<file path="src/rtl/sd_cache_lock_arbiter_pkg.sv">
// Shared types and defaults for the SD cache lock arbiter slice.
package sd_cache_lock_pkg;

  localparam int unsigned DEFAULT_NUM_REQ        = 4;
  localparam int unsigned DEFAULT_TIMEOUT_CYCLES = 1024;

  typedef enum logic [1:0] {
    IDLE = 2'd0,
    ACQ  = 2'd1,
    HELD = 2'd2,
    REL  = 2'd3
  } state_t;

endpackage

</file>
<file path="src/rtl/sd_cache_lock_arbiter_rr_arbiter.sv">
// Combinational round-robin pick: first set request at or after ptr, wrapping.
module rr_arbiter
  import sd_cache_lock_pkg::*;
#(
  parameter int unsigned N     = DEFAULT_NUM_REQ,
  parameter int unsigned IDX_W = $clog2(N)
) (
  input  logic [N-1:0]     req,
  input  logic [IDX_W-1:0] ptr,
  output logic [IDX_W-1:0] idx,
  output logic             valid
);

  always_comb begin
    int unsigned       j;
    logic [IDX_W-1:0]  k;
    idx   = '0;
    valid = 1'b0;
    j     = 0;
    k     = '0;
    for (int unsigned i = 0; i < N; i++) begin
      j = 32'(ptr) + i;
      if (j >= N) j = j - N;
      k = IDX_W'(j);
      if (!valid && req[k]) begin
        valid = 1'b1;
        idx   = k;
      end
    end
  end

endmodule

</file>
<file path="src/rtl/sd_cache_lock_arbiter.sv">
// Round-robin arbiter in front of the SD cache manager lock handshake.
// Optional forced release after TIMEOUT_CYCLES held cycles: define LOCK_TIMEOUT_EN.
module sd_cache_lock_arbiter
  import sd_cache_lock_pkg::*;
#(
  parameter int unsigned NUM_REQ        = DEFAULT_NUM_REQ,
  parameter int unsigned OWNER_W        = $clog2(NUM_REQ),
  parameter int unsigned TIMEOUT_CYCLES = DEFAULT_TIMEOUT_CYCLES
) (
  input  logic               clk,
  input  logic               rst_n,
  input  logic [NUM_REQ-1:0] req_i,
  input  logic [NUM_REQ-1:0] rel_i,
  output logic [NUM_REQ-1:0] gnt_o,
  output logic [OWNER_W-1:0] owner_o,
  output logic               owner_valid_o,
  output logic               lock_acquire_o,
  output logic               lock_release_o,
  input  logic               lock_i,
  input  logic               unlock_i,
  output logic               timeout_o
);

  state_t             state, state_nxt;
  logic [OWNER_W-1:0] winner;
  logic [OWNER_W-1:0] ptr;
  logic [OWNER_W-1:0] pick_idx;
  logic               pick_valid;
  logic               timeout_hit;

  rr_arbiter #(
    .N     (NUM_REQ),
    .IDX_W (OWNER_W)
  ) u_rr_arbiter (
    .req   (req_i),
    .ptr   (ptr),
    .idx   (pick_idx),
    .valid (pick_valid)
  );

`ifdef LOCK_TIMEOUT_EN
  localparam int unsigned CNT_W = $clog2(TIMEOUT_CYCLES + 1);

  logic [CNT_W-1:0] hold_cnt;
  logic             timeout_q;

  // An owner release in the expiry cycle is an ordinary release, not a timeout.
  assign timeout_hit = (state == HELD) && !rel_i[winner] &&
                       (hold_cnt == CNT_W'(TIMEOUT_CYCLES - 1));

  always_ff @(posedge clk) begin
    if (!rst_n) begin
      hold_cnt  <= '0;
      timeout_q <= 1'b0;
    end else begin
      timeout_q <= timeout_hit;
      if (state == HELD) hold_cnt <= hold_cnt + CNT_W'(1);
      else               hold_cnt <= '0;
    end
  end

  assign timeout_o = timeout_q;
`else
  logic unused_timeout_cfg;

  assign unused_timeout_cfg = (TIMEOUT_CYCLES != 0);
  assign timeout_hit        = 1'b0;
  assign timeout_o          = 1'b0;
`endif

  always_ff @(posedge clk) begin
    if (!rst_n) begin
      state  <= IDLE;
      winner <= '0;
      ptr    <= '0;
    end else begin
      state <= state_nxt;
      if (state == IDLE && pick_valid) winner <= pick_idx;
      if (state == ACQ && lock_i) begin
        ptr <= (winner == OWNER_W'(NUM_REQ - 1)) ? '0 : winner + OWNER_W'(1);
      end
    end
  end

  always_comb begin
    state_nxt      = state;
    gnt_o          = '0;
    owner_o        = '0;
    owner_valid_o  = 1'b0;
    lock_acquire_o = 1'b0;
    lock_release_o = 1'b0;
    case (state)
      IDLE: begin
        if (pick_valid) state_nxt = ACQ;
      end
      ACQ: begin
        lock_acquire_o = 1'b1;
        // A manager ack wins over a same-cycle request drop: the lock is already taken.
        if (lock_i)              state_nxt = HELD;
        else if (!req_i[winner]) state_nxt = IDLE;
      end
      HELD: begin
        gnt_o[winner] = 1'b1;
        owner_o       = winner;
        owner_valid_o = 1'b1;
        if (rel_i[winner] || timeout_hit) state_nxt = REL;
      end
      REL: begin
        owner_o        = winner;
        owner_valid_o  = 1'b1;
        lock_release_o = 1'b1;
        if (unlock_i) state_nxt = IDLE;
      end
      default: state_nxt = IDLE;
    endcase
  end

endmodule

</file>
<file path="config.mk">
export PLATFORM = sky130hd
export DESIGN_NAME = sd_cache_lock_arbiter
export DESIGN_NICKNAME = d
export VERILOG_FILES = /design/src/rtl/sd_cache_lock_arbiter_pkg.sv /design/src/rtl/sd_cache_lock_arbiter_rr_arbiter.sv /design/src/rtl/sd_cache_lock_arbiter.sv
export SDC_FILE = /design/constraint.sdc
export NUM_CORES = 1
export LEC_CHECK = 0
export ABC_AREA = 0
export BUFFER_PORTS_ARGS = -buffer_cell sky130_fd_sc_hd__buf_2
export CAP_MARGIN = 20
export CORE_AREA = 2 2 40 42
export CTS_CLUSTER_SIZE = 12
export DETAILED_ROUTE_END_ITERATION = 7
export DIE_AREA = 0 0 42 44
export GPL_ROUTABILITY_DRIVEN = 0
export PLACE_DENSITY = 0.68
export SLEW_MARGIN = 40
export SYNTH_ARGS = -nofsm -noshare
export SYNTH_HDL_FRONTEND = slang
export SYNTH_SLANG_ARGS = --single-unit
</file>
<file path="constraint.sdc">
create_clock -name clk -period 1.35 [get_ports clk]
set_input_delay 0.135 -clock clk [delete_from_list [all_inputs] [get_ports clk]]
set_output_delay 0.135 -clock clk [all_outputs]
set_load 0.1 [all_outputs]
</file>
After elaboration in Yosys (flattened, before gate mapping)
Index checks and enable logic that the tools add are counted.
- $add $sub $neg: 8
- magnitude comparators: 10
- eq/ne operators: 8
- multiplexer cells: 38
- reductions and logical operators: 12
- operator list (cell ; number):
    two-way mux 2 bit ; 15
    < comparator 2 x 3 -> 1 bit, second input constant ; 5
    two-way mux 1 bit ; 14
    binary-select mux 1 bit (select 2 bit) ; 6
    greater-or-equal comparator 3 bit, second input constant ; 3
    case mux 2 bit (4 select lines) ; 1
    subtractor 2 x 1 -> 2 bit, second input constant ; 4
    adder 2 x 2 -> 3 bit, second input constant ; 2
    == test 2 bit, second input constant ; 3
    logical AND 1 bit ; 6
    inequality test 2 bit, second input constant ; 3
    two-way mux 4 bit ; 1
    AND reduction 4 bit ; 1
    adder 2 x 1 -> 3 bit, second input constant ; 1
    greater-or-equal comparator 2 x 3 -> 1 bit, second input constant ; 1
    logical NOT 1 bit ; 3
    inequality test 3 bit, second input constant ; 1
    adder 2 x 1 -> 2 bit, second input constant ; 1
    demux 1 bit (select 2 bit) ; 1
    == test 2 x 1 -> 1 bit, second input constant ; 1
    greater-or-equal comparator 2 x 1 -> 1 bit, second input constant ; 1
    logical NOT 2 bit ; 1
    OR reduction 2 bit ; 1
- flip-flop bits (word level): 6
- output and inout port bits: 10

Logic depth before layout (Yosys ltp)
- depth in word-level cells: 16
- gate-level depth with buffers: 5
- mapped depth without buffers: 4

Modules after synthesis
Synthesis repeated with hierarchy kept, for this count alone.
- cell total of the unflattened synthesis: 65
- area, all modules: 515.5 sq um
- by module, submodules not included (module ; times used ; cells each ; area each (sq um) ; seq. area each (sq um)):
    sd_cache_lock_arbiter ; 1 ; 50 ; 437.9 ; 120.1
    rr_arbiter ; 1 ; 15 ; 77.6 ; 0.0

Least setup slack after synthesis
Ideal clock, no wire load.
- kind: reg-to-output
- start point: register (tool-made name)
- end point: output port lock_acquire_o
- arrival: 1819 ps
- setup slack: -604 ps
- cell stages (with the launch flop): 3
- path buffers: 1
- cells stage by stage: dfxtp_1 > buf_2 > nor2b_1
- RTL lines (what ; line ; text):
    end, declared ; sd_cache_lock_arbiter.sv:17 ; output logic lock_acquire_o,

Final worst setup path
- start point: register winner[1]
- end point: output port gnt_o[3]
- longest elaborated chain between the ends: 5
- elaborated cells between the ends (all ways): 6
- those cells by class: order compare (2); mux (3); reduce/logical (1)
- RTL lines (what ; line ; text):
    start, declared ; sd_cache_lock_arbiter.sv:25 ; logic [OWNER_W-1:0] winner;
    start signal, assigned ; sd_cache_lock_arbiter.sv:78 ; if (state == IDLE && pick_valid) winner <= pick_idx;
    < comparator 2 x 3 -> 1 bit (not written as such) or greater-or-equal comparator 2 x 1 -> 1 bit (tied branches) ; sd_cache_lock_arbiter.sv:103 ; gnt_o[winner] = 1'b1;
    logical AND 1 bit (not written as such) ; sd_cache_lock_arbiter.sv:103 ;
    two-way mux 1 bit (not written as such) ; sd_cache_lock_arbiter.sv:103 ;
    demux 1 bit (select 2 bit) (*) ; sd_cache_lock_arbiter.sv:103 ;
    two-way mux 4 bit (*) ; sd_cache_lock_arbiter.sv:92 ; case (state)
    end, declared ; sd_cache_lock_arbiter.sv:14 ; output logic [NUM_REQ-1:0] gnt_o,
Mark *: on every way between the ends. The rest lies on a longest branch, timed or not.

==> impl_metrics.csv <==
group,metric,value,unit
outcome,status,"finished clean",
routing,vias,544,
logic_synthesis,yosysWarnings,0,
grt,grt_max_degree,12,
logic_synthesis,async_flop_share,0,
grt,grt.busiest_layer,"met2",
finish,n_fill_cell,123,
setup_path,worstPathMaxFanout,5,
grt,grt_overflow,0,
die,start_util,0.372,
grt,track_usage,0.159,
timing,clock_skew,0.00777,ns
grt,gr-usage-met2,0.284,
logic_synthesis,synth_area,528,µm²
setup_path,worstPathRequired,1.22,ns
flow_run,cap_violations,0,
routing,antenna_left,0,
timing,final.setup.worst_slack,0.0177,ns
clock_network,numCtsBuffers,3,
logic_synthesis,synth_top_area_share,0.227,
grt,grt_pass1_wl,2.12,mm
clock_network,clockBufferDepth,2,
setup_path,criticalPathCategory,"flop to output pin",
pwr,vdd_ir_drop_max,490,µV
timing,finalCritPeriodShare,0.987,
die,core_region_area,1420,µm²
die,die_w,42,µm
placed_design,portBuffers,20,
logic_synthesis,syn_avg_cell_area,8.38,µm²
pwr,p_per_area,838,nW/µm²
hold_path,hold_path.class,"primary input to flop",
pwr,p_leak,0.369,nW
logic_synthesis,synth_largest_area_cell,"dfxtp_1",
grt,grt_pass1_vias,498,
logic_synthesis,synthCells,63,
setup_path,arrival,1.20,ns
finish,final_util,0.616,
routing,routed_wl,1.38,mm
clock_network,clk_pin_slew,0.05,ns
routing,avgRoutedWirePerCell,13.2,µm
logic_synthesis,syn_nets,79,
setup_path,cp-end-kind,"output pin",
timing,rsz0062_at_grt,"yes",
finish,drive_gt1_frac,0.591,
grt,gr-usage-met3,0.0292,
logic_synthesis,ys_seq_area_frac,0.227,
logic_synthesis,yosysUniqueCellTypes,30,
placed_design,post-place-ws,0.0211,ns
finish,final_nets,106,
routing,via_per_inst,5.23,
finish,area_delta_synth_final,65.6,%
timing,slew_violations,0,
die,pin_count,22,
finish,num_antenna_cells,0,
clock_network,cts.sinks,6,
clock_network,htreeDepth,1,
routing,drt-initial-drc-count,9,
logic_synthesis,synthTopCellsByArea,"dfxtp_1, ha_1, and2_1, nor2b_1, a21oi_1",
die,die_h,44,µm
timing,post-route-min-period,1.33,ns
setup_path,cp-start-kind,"flop",
grt,met1_usage,0.161,
routing,firstDrtPassIters,4,
timing,report.final.hold_viol_count,0,
logic_synthesis,synth_edf_count,0,
die,rows,14,
timing,finalSetupViolations,0,
timing,hold_slack,0.184,ns
clock_network,insertion_delay,0.25,ns
timing,max_freq,751,MHz
logic_synthesis,ys_ff_latch,6,
clock_network,cts_tree,"built",
logic_synthesis,synth_flop_cell,"dfxtp_1",
die,die_area,1850,µm²
placed_design,dpl.hpwl,984,µm
routing,drc,0,
pwr,finalPower,0.000733,W
clock_network,cts.root.buffer_cell,"clkbuf_4",
grt,grt_antenna_before_repair,0,
[final timing paths]
kind	from	slack [ns]	to	cells past startpoint
min	rst_n	0.18	state[0]$_SDFFE_PN0P_	3
min reg2reg	ptr[0]$_SDFFE_PN0P_	0.54	ptr[0]$_SDFFE_PN0P_	2
max reg2reg	winner[1]$_SDFFE_PN0P_	0.05	state[0]$_SDFFE_PN0P_	5
max	winner[1]$_SDFFE_PN0P_	0.02	gnt_o[3]	4
[per-stage QoR]
stage	instances	TNS, ns	area (µm²)
global placement	98	0	795
finish	104	0	875
detailed placement	98	0	795
floorplan	63	-0.0825	538
global route	104	-0.0828	875
CTS	103	0	857
[final cells by class]
class,count,area (µm²),area share
clock buffers,3,22.5,0.0258
inverters,4,15.0,0.0172
multi-input cells,49,403,0.461
flip-flops and latches,6,130,0.149
well taps,16,20.0,0.0229
repair buffers,26,284,0.325
[critical path, stage by stage, from the launching register on]
cell	delay, ns
dfxtp_2	0.33
buf_6	0.11
ha_2	0.18
and2_4	0.15
buf_12	0.16
[per-layer routing]
metal / vias up / routed length [µm]
met5: - / 0
met4: 0 / 36
met3: 6 / 67
met2: 24 / 724
met1: 245 / 546
li1: 269 / -
[where the power goes]
| part | switching, W | leakage, nW | internal, W | total [W] |
|---|---|---|---|---|
| Clock | 0.0000694 | 0.0138 | 0.000101 | 0.000170 |
| Sequential | 0.0000248 | 0.0513 | 0.000196 | 0.000221 |
| Combinational | 0.000196 | 0.304 | 0.000146 | 0.000342 |
| Total | 0.000291 | 0.369 | 0.000442 | 0.000733 |
[repair_timing]
item | in CTS | in global routing
endpoints found under the setup margin | 5 | 5
gates resized for setup | 13 | 6
pin swaps | 0 | 0
hold buffers | 0 | 0
buffers inserted | 2 | 1
[kinds of logic after synthesis]
kind of cell,count (synthesis),synth area share
compound gates,15,0.201
fa+ha+maj,4,0.0948
buf+inv,8,0.0687
flops,6,0.227
mux,5,0.128
other cells,1,0.00710
simple gates,24,0.273
[synthesized netlist by cell type (all sizes together) (2+ instances only)]
master	n
and2	6
mux2i	3
nand2	5
nor2b	5
ha	4
a21oi	6
clkbuf	2
buf	2
nor3	2
a21boi	2
o221ai	2
inv	4
dfxtp	6
[cell usage in the layout (no fill, tap or decap), drive strengths merged, types with 2 or more instances in the layout]
| master | Yosys | layout |
|---|---|---|
| nor2b | 5 | 5 |
| mux2i | 3 | 3 |
| buf | 2 | 26 |
| o221ai | 2 | 2 |
| and2 | 6 | 6 |
| clkbuf | 2 | 3 |
| inv | 4 | 4 |
| a21boi | 2 | 2 |
| nand2 | 5 | 5 |
| dfxtp | 6 | 6 |
| ha | 4 | 4 |
| nor3 | 2 | 2 |
| a21oi | 6 | 6 |
(Power assumes the default switching activity.)
